===== src/rtl/debug_frame_initiator.sv =====
// ============================================================================
// debug_frame_initiator
// ----------------------------------------------------------------------------
// Host-side initiator for the OCD debug UART protocol. This block accepts one
// command request and sends it to a byte-wide UART transmitter as a 12-byte
// frame:
//     SYNC0, SYNC1, cmd, addr[31:24..7:0], data[31:24..7:0], chk
// where chk is the XOR of cmd, addr and data. It then hunts for the 8-byte
// reply on the UART receiver:
//     SYNC0, SYNC1, cmd, payload[31:24..7:0], chk
// It checks the reply and returns the command echo, the payload and a status.
//
// Handshakes:
//   - A request is accepted on a rising clk edge where req_valid & req_ready.
//     req_ready is high only in IDLE.
//   - tx_start is a one-cycle pulse. tx_byte stays stable until the UART
//     returns its one-cycle tx_done pulse.
//   - rx_valid is a one-cycle pulse qualifying rx_byte.
//   - rsp_valid is a one-cycle pulse. rsp_cmd, rsp_payload and rsp_error hold
//     their values until the next request is accepted.
//
// Ports:
//   clk, reset_n                  clock, asynchronous active-low reset
//   req_valid/req_ready           request handshake
//   req_cmd/req_addr/req_data     request fields
//   tx_start/tx_byte/tx_done      UART transmitter interface
//   rx_valid/rx_byte              UART receiver interface
//   rsp_valid/rsp_cmd/rsp_payload/rsp_error
//                                 response; error codes:
//                                   00 ok, 01 checksum bad,
//                                   10 cmd mismatch, 11 timeout
//   busy                          high in every state except IDLE
//   dbg_state                     current FSM state (IDLE encodes as 3'd0)
// ============================================================================
module debug_frame_initiator #(
    parameter logic [7:0]  SYNC0          = 8'h5A,
    parameter logic [7:0]  SYNC1          = 8'hA5,
    parameter int unsigned TIMEOUT_CYCLES = 1000000
) (
    input  logic        clk,
    input  logic        reset_n,
    input  logic        req_valid,
    output logic        req_ready,
    input  logic [7:0]  req_cmd,
    input  logic [31:0] req_addr,
    input  logic [31:0] req_data,
    output logic        tx_start,
    output logic [7:0]  tx_byte,
    input  logic        tx_done,
    input  logic        rx_valid,
    input  logic [7:0]  rx_byte,
    output logic        rsp_valid,
    output logic [7:0]  rsp_cmd,
    output logic [31:0] rsp_payload,
    output logic [1:0]  rsp_error,
    output logic        busy,
    output logic [2:0]  dbg_state
);

    typedef enum logic [2:0] {
        S_IDLE     = 3'd0,
        S_TX_SEND  = 3'd1,
        S_TX_WAIT  = 3'd2,
        S_RX_SYNC0 = 3'd3,
        S_RX_SYNC1 = 3'd4,
        S_RX_BODY  = 3'd5,
        S_RESP     = 3'd6
    } state_t;

    localparam int            TW      = $clog2(TIMEOUT_CYCLES + 1);
    localparam logic [TW-1:0] TO_MAX  = TW'(TIMEOUT_CYCLES);
    localparam logic [TW-1:0] TO_LAST = TW'(TIMEOUT_CYCLES - 1);

    localparam logic [1:0] ERR_OK      = 2'b00;
    localparam logic [1:0] ERR_CHK     = 2'b01;
    localparam logic [1:0] ERR_CMD     = 2'b10;
    localparam logic [1:0] ERR_TIMEOUT = 2'b11;

    state_t         r_state;
    logic [3:0]     r_idx;          // index of the TX byte currently in flight
    logic [7:0]     r_cmd;
    logic [31:0]    r_addr;
    logic [31:0]    r_data;
    logic           r_tx_start;
    logic [7:0]     r_tx_byte;
    logic [TW-1:0]  r_to_cnt;
    logic [2:0]     r_rx_cnt;       // number of reply body bytes stored so far
    logic [7:0]     r_rx_xor;       // running checksum over the reply body
    logic [7:0]     r_cap_cmd;
    logic [31:0]    r_cap_payload;
    logic           r_rsp_valid;
    logic [7:0]     r_rsp_cmd;
    logic [31:0]    r_rsp_payload;
    logic [1:0]     r_rsp_error;
    logic           r_req_ready;
    logic           r_busy;

    logic [7:0]     w_tx_chk;
    logic [7:0]     w_next_byte;
    logic           w_rx_last;
    logic           w_chk_bad;
    logic           w_cmd_bad;

    // Returns byte idx of the outgoing frame, built from the latched request.
    function automatic logic [7:0] frame_byte(
        input logic [3:0]  idx,
        input logic [7:0]  cmd,
        input logic [31:0] addr,
        input logic [31:0] data,
        input logic [7:0]  chk
    );
        logic [7:0] b;
        case (idx)
            4'd0:    b = SYNC0;
            4'd1:    b = SYNC1;
            4'd2:    b = cmd;
            4'd3:    b = addr[31:24];
            4'd4:    b = addr[23:16];
            4'd5:    b = addr[15:8];
            4'd6:    b = addr[7:0];
            4'd7:    b = data[31:24];
            4'd8:    b = data[23:16];
            4'd9:    b = data[15:8];
            4'd10:   b = data[7:0];
            default: b = chk;
        endcase
        return b;
    endfunction

    assign w_tx_chk = r_cmd
                    ^ r_addr[31:24] ^ r_addr[23:16] ^ r_addr[15:8] ^ r_addr[7:0]
                    ^ r_data[31:24] ^ r_data[23:16] ^ r_data[15:8] ^ r_data[7:0];

    assign w_next_byte = frame_byte(r_idx + 4'd1, r_cmd, r_addr, r_data, w_tx_chk);

    // The sixth body byte is the reply checksum. It completes the reply even
    // when the timeout expires in the same cycle.
    assign w_rx_last = (r_state == S_RX_BODY) && rx_valid && (r_rx_cnt == 3'd5);
    assign w_chk_bad = (rx_byte != r_rx_xor);
    assign w_cmd_bad = (r_cap_cmd != r_cmd);

    always_ff @(posedge clk or negedge reset_n) begin
        if (!reset_n) begin
            r_state       <= S_IDLE;
            r_idx         <= 4'd0;
            r_cmd         <= 8'd0;
            r_addr        <= 32'd0;
            r_data        <= 32'd0;
            r_tx_start    <= 1'b0;
            r_tx_byte     <= 8'd0;
            r_to_cnt      <= '0;
            r_rx_cnt      <= 3'd0;
            r_rx_xor      <= 8'd0;
            r_cap_cmd     <= 8'd0;
            r_cap_payload <= 32'd0;
            r_rsp_valid   <= 1'b0;
            r_rsp_cmd     <= 8'd0;
            r_rsp_payload <= 32'd0;
            r_rsp_error   <= 2'b00;
            r_req_ready   <= 1'b1;
            r_busy        <= 1'b0;
        end else begin
            // Both are single-cycle pulses unless a branch below sets them.
            r_tx_start  <= 1'b0;
            r_rsp_valid <= 1'b0;

            case (r_state)
                S_IDLE: begin
                    if (req_valid) begin
                        r_cmd         <= req_cmd;
                        r_addr        <= req_addr;
                        r_data        <= req_data;
                        r_idx         <= 4'd0;
                        r_tx_byte     <= SYNC0;
                        r_tx_start    <= 1'b1;
                        r_rsp_cmd     <= 8'd0;
                        r_rsp_payload <= 32'd0;
                        r_rsp_error   <= ERR_OK;
                        r_req_ready   <= 1'b0;
                        r_busy        <= 1'b1;
                        r_state       <= S_TX_SEND;
                    end
                end

                // tx_start is high during this state only.
                S_TX_SEND: begin
                    r_state <= S_TX_WAIT;
                end

                S_TX_WAIT: begin
                    if (tx_done) begin
                        if (r_idx == 4'd11) begin
                            r_to_cnt <= '0;
                            r_state  <= S_RX_SYNC0;
                        end else begin
                            r_idx      <= r_idx + 4'd1;
                            r_tx_byte  <= w_next_byte;
                            r_tx_start <= 1'b1;
                            r_state    <= S_TX_SEND;
                        end
                    end
                end

                S_RX_SYNC0, S_RX_SYNC1, S_RX_BODY: begin
                    if (r_to_cnt != TO_MAX) begin
                        r_to_cnt <= r_to_cnt + TW'(1);
                    end

                    if (w_rx_last) begin
                        r_rsp_cmd     <= r_cap_cmd;
                        r_rsp_payload <= r_cap_payload;
                        r_rsp_error   <= w_chk_bad ? ERR_CHK :
                                         w_cmd_bad ? ERR_CMD : ERR_OK;
                        r_rsp_valid   <= 1'b1;
                        r_state       <= S_RESP;
                    end else if (r_to_cnt == TO_LAST) begin
                        // The counter reaches TIMEOUT_CYCLES on this edge.
                        r_rsp_cmd     <= 8'd0;
                        r_rsp_payload <= 32'd0;
                        r_rsp_error   <= ERR_TIMEOUT;
                        r_rsp_valid   <= 1'b1;
                        r_state       <= S_RESP;
                    end else if (rx_valid) begin
                        case (r_state)
                            S_RX_SYNC0: begin
                                if (rx_byte == SYNC0) begin
                                    r_state <= S_RX_SYNC1;
                                end
                            end
                            S_RX_SYNC1: begin
                                if (rx_byte == SYNC1) begin
                                    r_rx_cnt <= 3'd0;
                                    r_state  <= S_RX_BODY;
                                end else if (rx_byte != SYNC0) begin
                                    r_state <= S_RX_SYNC0;
                                end
                                // A repeated SYNC0 can still start a valid
                                // header, so the FSM stays in RX_SYNC1.
                            end
                            default: begin
                                if (r_rx_cnt == 3'd0) begin
                                    r_cap_cmd <= rx_byte;
                                    r_rx_xor  <= rx_byte;
                                end else begin
                                    r_cap_payload <= {r_cap_payload[23:0], rx_byte};
                                    r_rx_xor      <= r_rx_xor ^ rx_byte;
                                end
                                r_rx_cnt <= r_rx_cnt + 3'd1;
                            end
                        endcase
                    end
                end

                S_RESP: begin
                    r_req_ready <= 1'b1;
                    r_busy      <= 1'b0;
                    r_state     <= S_IDLE;
                end

                default: begin
                    r_req_ready <= 1'b1;
                    r_busy      <= 1'b0;
                    r_state     <= S_IDLE;
                end
            endcase
        end
    end

    assign req_ready   = r_req_ready;
    assign tx_start    = r_tx_start;
    assign tx_byte     = r_tx_byte;
    assign rsp_valid   = r_rsp_valid;
    assign rsp_cmd     = r_rsp_cmd;
    assign rsp_payload = r_rsp_payload;
    assign rsp_error   = r_rsp_error;
    assign busy        = r_busy;
    assign dbg_state   = r_state;

endmodule


===== config.mk =====
export PLATFORM = sky130hd
export DESIGN_NAME = debug_frame_initiator
export DESIGN_NICKNAME = d
export VERILOG_FILES = /design/src/rtl/debug_frame_initiator.sv
export SDC_FILE = /design/constraint.sdc
export NUM_CORES = 1
export LEC_CHECK = 0
export ABC_AREA = 1
export BUFFER_PORTS_ARGS = -buffer_cell sky130_fd_sc_hd__buf_2
export CAP_MARGIN = 20
export CORE_UTILIZATION = 55
export CTS_CLUSTER_SIZE = 24
export DETAILED_ROUTE_END_ITERATION = 12
export GPL_ROUTABILITY_DRIVEN = 0
export GPL_TIMING_DRIVEN = 1
export PLACE_DENSITY = 0.77
export SYNTH_ARGS = -nofsm -noshare
export SYNTH_HDL_FRONTEND = slang
export SYNTH_SLANG_ARGS = --single-unit

===== constraint.sdc =====
create_clock -name clk -period 2.2 [get_ports clk]
set_input_delay 0.33 -clock clk [delete_from_list [all_inputs] [get_ports clk]]
set_output_delay 0.33 -clock clk [all_outputs]
set_load 0.03 [all_outputs]

[Word-level counts from Yosys, hierarchy flattened]
Cells that the tools add are included.
Word-level totals
  register bits after elaboration: 204
  word-level logic and storage cells: 144
Cells by class
  $add $sub $neg: 3
  equal/unequal tests: 35
  muxes and demuxes: 52
  bitwise gates (word level): 15
  reduce and logical (&&, ||, !) cells: 21
Operators with widths (count)
  $mux 32: 3
  $pmux 8 s11: 1
  $xor 8x8->8: 9
  $pmux 32 s2: 1
  $mux 20: 3
  $mux 8: 7
  $pmux 20 s2: 1
  $pmux 8 s2: 2
  $mux 3: 9
  $reduce_and 6->1: 4
  $add 20x1->20 const B: 1
  $eq 20x20->1 const B: 1
  $ne 20x20->1 const B: 1
  $eq 4x3->1 const B: 4
  $eq 4x4->1 const B: 4
  $ne 8x8->1: 2
  $mux 2: 6
  $mux 4: 3
  $ne 2x2->1 const B: 6
  $pmux 3 s2: 2
  $pmux 3 s4: 1
  $ne 5x5->1 const B: 2
  $eq 3x3->1 const B: 3
  $eq 4x2->1 const B: 2
  27 further kinds: 48

[Logic depth before layout (Yosys ltp)]
  word-level depth: 12
  depth in mapped cells: 15
  depth with buffers taken out: 14

[Worst setup path after synthesis]
Ideal clock, no wire load.
  path kind: register -> register
  start: reg r_state[2] (netlist: dbg_state[2])
  end: reg r_state[1] (netlist: dbg_state[1])
  library setup time: 0.119 ns
  arrival: 1.734 ns
  slack: 0.347 ns
  stages on the path, launching flop included: 12
  path buffers: 2
  cell sequence: dfrtp_1 -> buf_2 -> nand3_4 -> inv_1 -> nand4_2 -> buf_2 -> nand3_1 -> o21ai_0 -> nor2_1 -> nand2_1 -> nand2_1 -> nand2_1
On the way
  cells in the longest elaborated chain, start to end: 6
  elaborated cells on any way between the ends: 21
  classes of those cells: eq/ne: 11; mux: 5; reduce/logical: 5
RTL lines
  start: declaration: line 79  | state_t r_state;
  start signal: assignment: line 144  | r_state <= S_IDLE;
  start signal: assignment: line 181  | r_state <= S_TX_SEND;
  start signal: assignment: line 187  | r_state <= S_TX_WAIT;
  $eq 3x3->1 / $eq 3x2->1 (equally long branches): line 167, 224
  $pmux 3 s2: line 224  | case (r_state)
  $mux 3: line 223  | end else if (rx_valid) begin
  $mux 3: line 216  | end else if (r_to_cnt == TO_LAST) begin
  $mux 3: line 209  | if (w_rx_last) begin
  $pmux 3 s4: line 167  | case (r_state)
Parallel ways exist; a longest one is shown, timed or not. The select of a mux whose other input is x is not followed.
A chain may end at the register's enable or synchronous reset.

[Worst setup path after layout]
  start: reg r_to_cnt[0]
  end: reg r_rsp_error[0] (netlist: rsp_error[0])
On the way
  cells in the longest elaborated chain, start to end: 3
RTL lines
  start: declaration: line 86  | logic [TW-1:0] r_to_cnt;
  start signal: assignment: line 206  | r_to_cnt <= r_to_cnt + TW'(1);
  $eq 20x20->1: line 216
  $ne 3x3->1 (no source line)
  $reduce_and 3->1 (no source line)
  end signal: assignment: line 212  | r_rsp_error <= w_chk_bad ? ERR_CHK :
  end: declaration: line 94  | logic [1:0] r_rsp_error;
Every way passes these cells.

==> impl_metrics.json <==
{
  "status": "finished clean",
  "cts_root_buf": "clkbuf_16",
  "required_ns": 2.61,
  "die_area_um2": 20300,
  "clk_latency_ns": 0.53,
  "final_util_pct": 65.5,
  "drc": 0,
  "fin_crit_sh_pct": 93.7,
  "crit_type": "flop to flop",
  "cp_top_family": "simple AND/OR/NAND/NOR gates",
  "tritoncts": "done",
  "hpwl_um": 19800,
  "syn_area_per_cell_um2": 7.95,
  "pre_cts_slack_ns": 0.140,
  "startpoint_type": "flop",
  "cts_buffer_depth": 3,
  "synthTopCellsByCount": "357 x nand2_1, 203 x dfrtp_1, 169 x inv_1",
  "layout-drive-gt1-share_pct": 18.8,
  "netlist_area_um2": 10900,
  "cp.arrival_ns": 2.47,
  "ios": 142,
  "numCtsBuffers": 23,
  "ys_warn_count": 0,
  "slew-limit-headroom_pct": 59.0,
  "num-nets-final": 1610,
  "grt_pass1_wl_um": 44300,
  "reg2regPathDepth": 10,
  "clock_skew_ns": 0.0138,
  "yosysTopAreaCell": "dfrtp_1",
  "worst_setup_path_end_kind": "flop",
  "finalSetupViolations": 0,
  "grtUsageTotal_pct": 27.5,
  "post-synth-top-count-cell": "nand2_1",
  "grt_start_max_net_pins": 68,
  "crit_chain": "ha_1, nand3_2, nor3_2, nand3_2, nand2_1, nand2_2, buf_4, nand2_1, nand3_1, nand2_1",
  "critPathMaxFanout": 44,
  "holdPathEnd": "r_addr[15]$_DFFE_PN0P_",
  "finalSetupTns_ns": 0,
  "grt_setup_unrepaired": "no",
  "synthFlopType": "dfrtp_1",
  "io_buffers": 141,
  "drtAntennaViolNets": 0,
  "drt-total-wl_um": 27300,
  "fmax_ghz": 0.485,
  "coreArea_um2": 19400,
  "gr-total-overflow": 0,
  "hold_path.startpoint": "req_addr[15]",
  "synth_fp_nets": 1461,
  "yosys-top-cells-area": "dfrtp_1 47%, nand2_1 12%, nand3_1 6.4%, inv_1 5.8%, mux2_2 3.3%",
  "wl_per_cell_um": 15.2,
  "initial_core_util_pct": 56.0,
  "cp_common_cell": "nand2_1",
  "clock_sinks": 204,
  "yosysSeqAreaShare_pct": 47.0,
  "fp.dieW_um": 143,
  "powerDensity_nw_per_um2": 1350,
  "min_period_ns": 2.06,
  "die_h_um": 143,
  "worstMarginPinSlew_ns": 0.615,
  "hold_viol": 0,
  "min_path_cells": 2,
  "max-cap-violations": 0,
  "p_total_uw": 17200,
  "grt_pass1_vias": 9238,
  "min_path_type": "input pin to flop",
  "htree_num_levels": 1,
  "cp.depth": 10,
  "async_flop_share_pct": 100,
  "areaGrowthSynthToFinish_pct": 16.9,
  "peakVddDrop_uv": 690,
  "drt_pass1_iterations": 5,
  "r2r_end": "rsp_error[0]$_DFFE_PN0P_",
  "yosysTopAreaCellShare_pct": 46.8,
  "netlist_instances": 1366,
  "p_leak_uw": 0.00659,
  "clk_pin_slew_worst_paths_ns": 0.06,
  "max_stage_delay_ns": 0.40,
  "antenna_found_initial": 1,
  "r2r-start": "r_to_cnt[0]$_DFFE_PN0P_",
  "fin_ws_ns": 0.138,
  "vias_per_cell": 5.34,
  "synth_edf_count": 0,
  "final_max_slew_viol_count": 0,
  "drt_iter0_markers": 717,
  "dr_total_vias": 9593,
  "ys_ff_latch": 204,
  "cp_slowest_cell": "buf_4",
  "synth_cell_types": 46,
  "r2r_setup_slack_ns": 0.14,
  "rows": 51,
  "cp_num_buf_inv": 1
}
cells by family after synthesis:
family                     after synthesis  share of synthesized area [%]
and+or+nand+nor                        685                           28.4
xor gates and xnor gates                51                           4.35
buffers and inverters                  234                           8.53
AOI/OAI and AO/OA                      150                           7.27
adders and majority gates               10                           1.15
muxes                                   32                           3.32
DFF                                    204                           47.0
layout by cell type (no fill, tap or decap), drive strengths merged, types with 2 or more instances in the layout:
cell type  count
nor3          11
o22ai          7
nand2        365
mux2          32
o21ai         95
ha            10
nand4         49
clkbuf        32
xnor2         26
xor2          25
nand3        145
inv          180
buf          171
or2            6
nand3b         3
nor2         103
clkinv         9
clkinvlp       3
a21oi         43
nor4           2
dfrtp        203
registers in the layout, summed over array words and instances, names as in the netlist:
register       cells
r_cmd              8
rsp_error          2
dbg_state          3
r_rx_cnt           3
r_addr            32
r_cap_cmd          8
tx_byte            8
r_to_cnt          20
tx_start           1
rsp_payload       32
r_data            32
rsp_cmd            8
req_ready          1
rsp_valid          1
r_idx              4
busy               1
r_cap_payload     32
r_rx_xor           8
worst register-to-register path, delay by kind of cell (launching register included):
family | cells | cell delay, ns
simple gates | 8 | 0.90
buf+inv | 1 | 0.40
flops | 1 | 0.37
fa+ha+maj | 1 | 0.29
stage by stage:
stage	instance area [um2]	std cells	hold slack, ns
after CTS	12700	1792	0.0232
after detailed placement	12000	1752	0.339
final	12700	1795	0.0378
after floorplan	10900	1366	0.0344
after global routing	12700	1795	0.0265
after global placement	12000	1752	0.346
where the power goes:
group          switching [uW]  internal, uW
logic                    4530          2710
clock network            1530          2060
registers                1290          5050
timing repair:
item	CTS	global route
endpoints found under the hold margin	54	0
endpoints found under the setup margin	0	18
hold buffers	1	0
setup buffers	0	2
gates resized for setup	0	4
worst max-delay path by stage:
stage | slack [ns] | startpoint | end
floorplan | 0.35 | dbg_state[2]$_DFFE_PN0P_ | dbg_state[1]$_DFFE_PN0P_
global placement | 0.18 | r_to_cnt[0]$_DFFE_PN0P_ | r_cap_cmd[1]$_DFFE_PN0P_
detailed placement | 0.14 | r_idx[1]$_DFFE_PN0P_ | tx_byte[6]$_DFFE_PN0P_
CTS | 0.12 | r_idx[1]$_DFFE_PN0P_ | tx_byte[6]$_DFFE_PN0P_
global route | 0.009 | r_to_cnt[0]$_DFFE_PN0P_ | rsp_payload[16]$_DFFE_PN0P_
finish | 0.14 | r_to_cnt[0]$_DFFE_PN0P_ | rsp_error[0]$_DFFE_PN0P_
per-layer routing:
layer | up-vias | wire length [um] | track usage (%)
met5 | - | 0 | 0
met4 | 0 | 952 | 11.0
met3 | 69 | 1530 | 3.30
met2 | 311 | 13100 | 45.9
met1 | 4524 | 11700 | 36.4
li1 | 4689 | - | -
final cells by class:
class                           instances  area, um2
Antenna cell                            1       2.50
Clock buffer                           31        606
Clock inverter                          8       87.6
Fill cell                            1673       6700
Inverter                              185        694
Multi-Input combinational cell        928       4850
Sequential cell                       204       5110
Tap cell                              265        332
Timing Repair Buffer                  173       1020
Power figures use the tool's default switching activity.
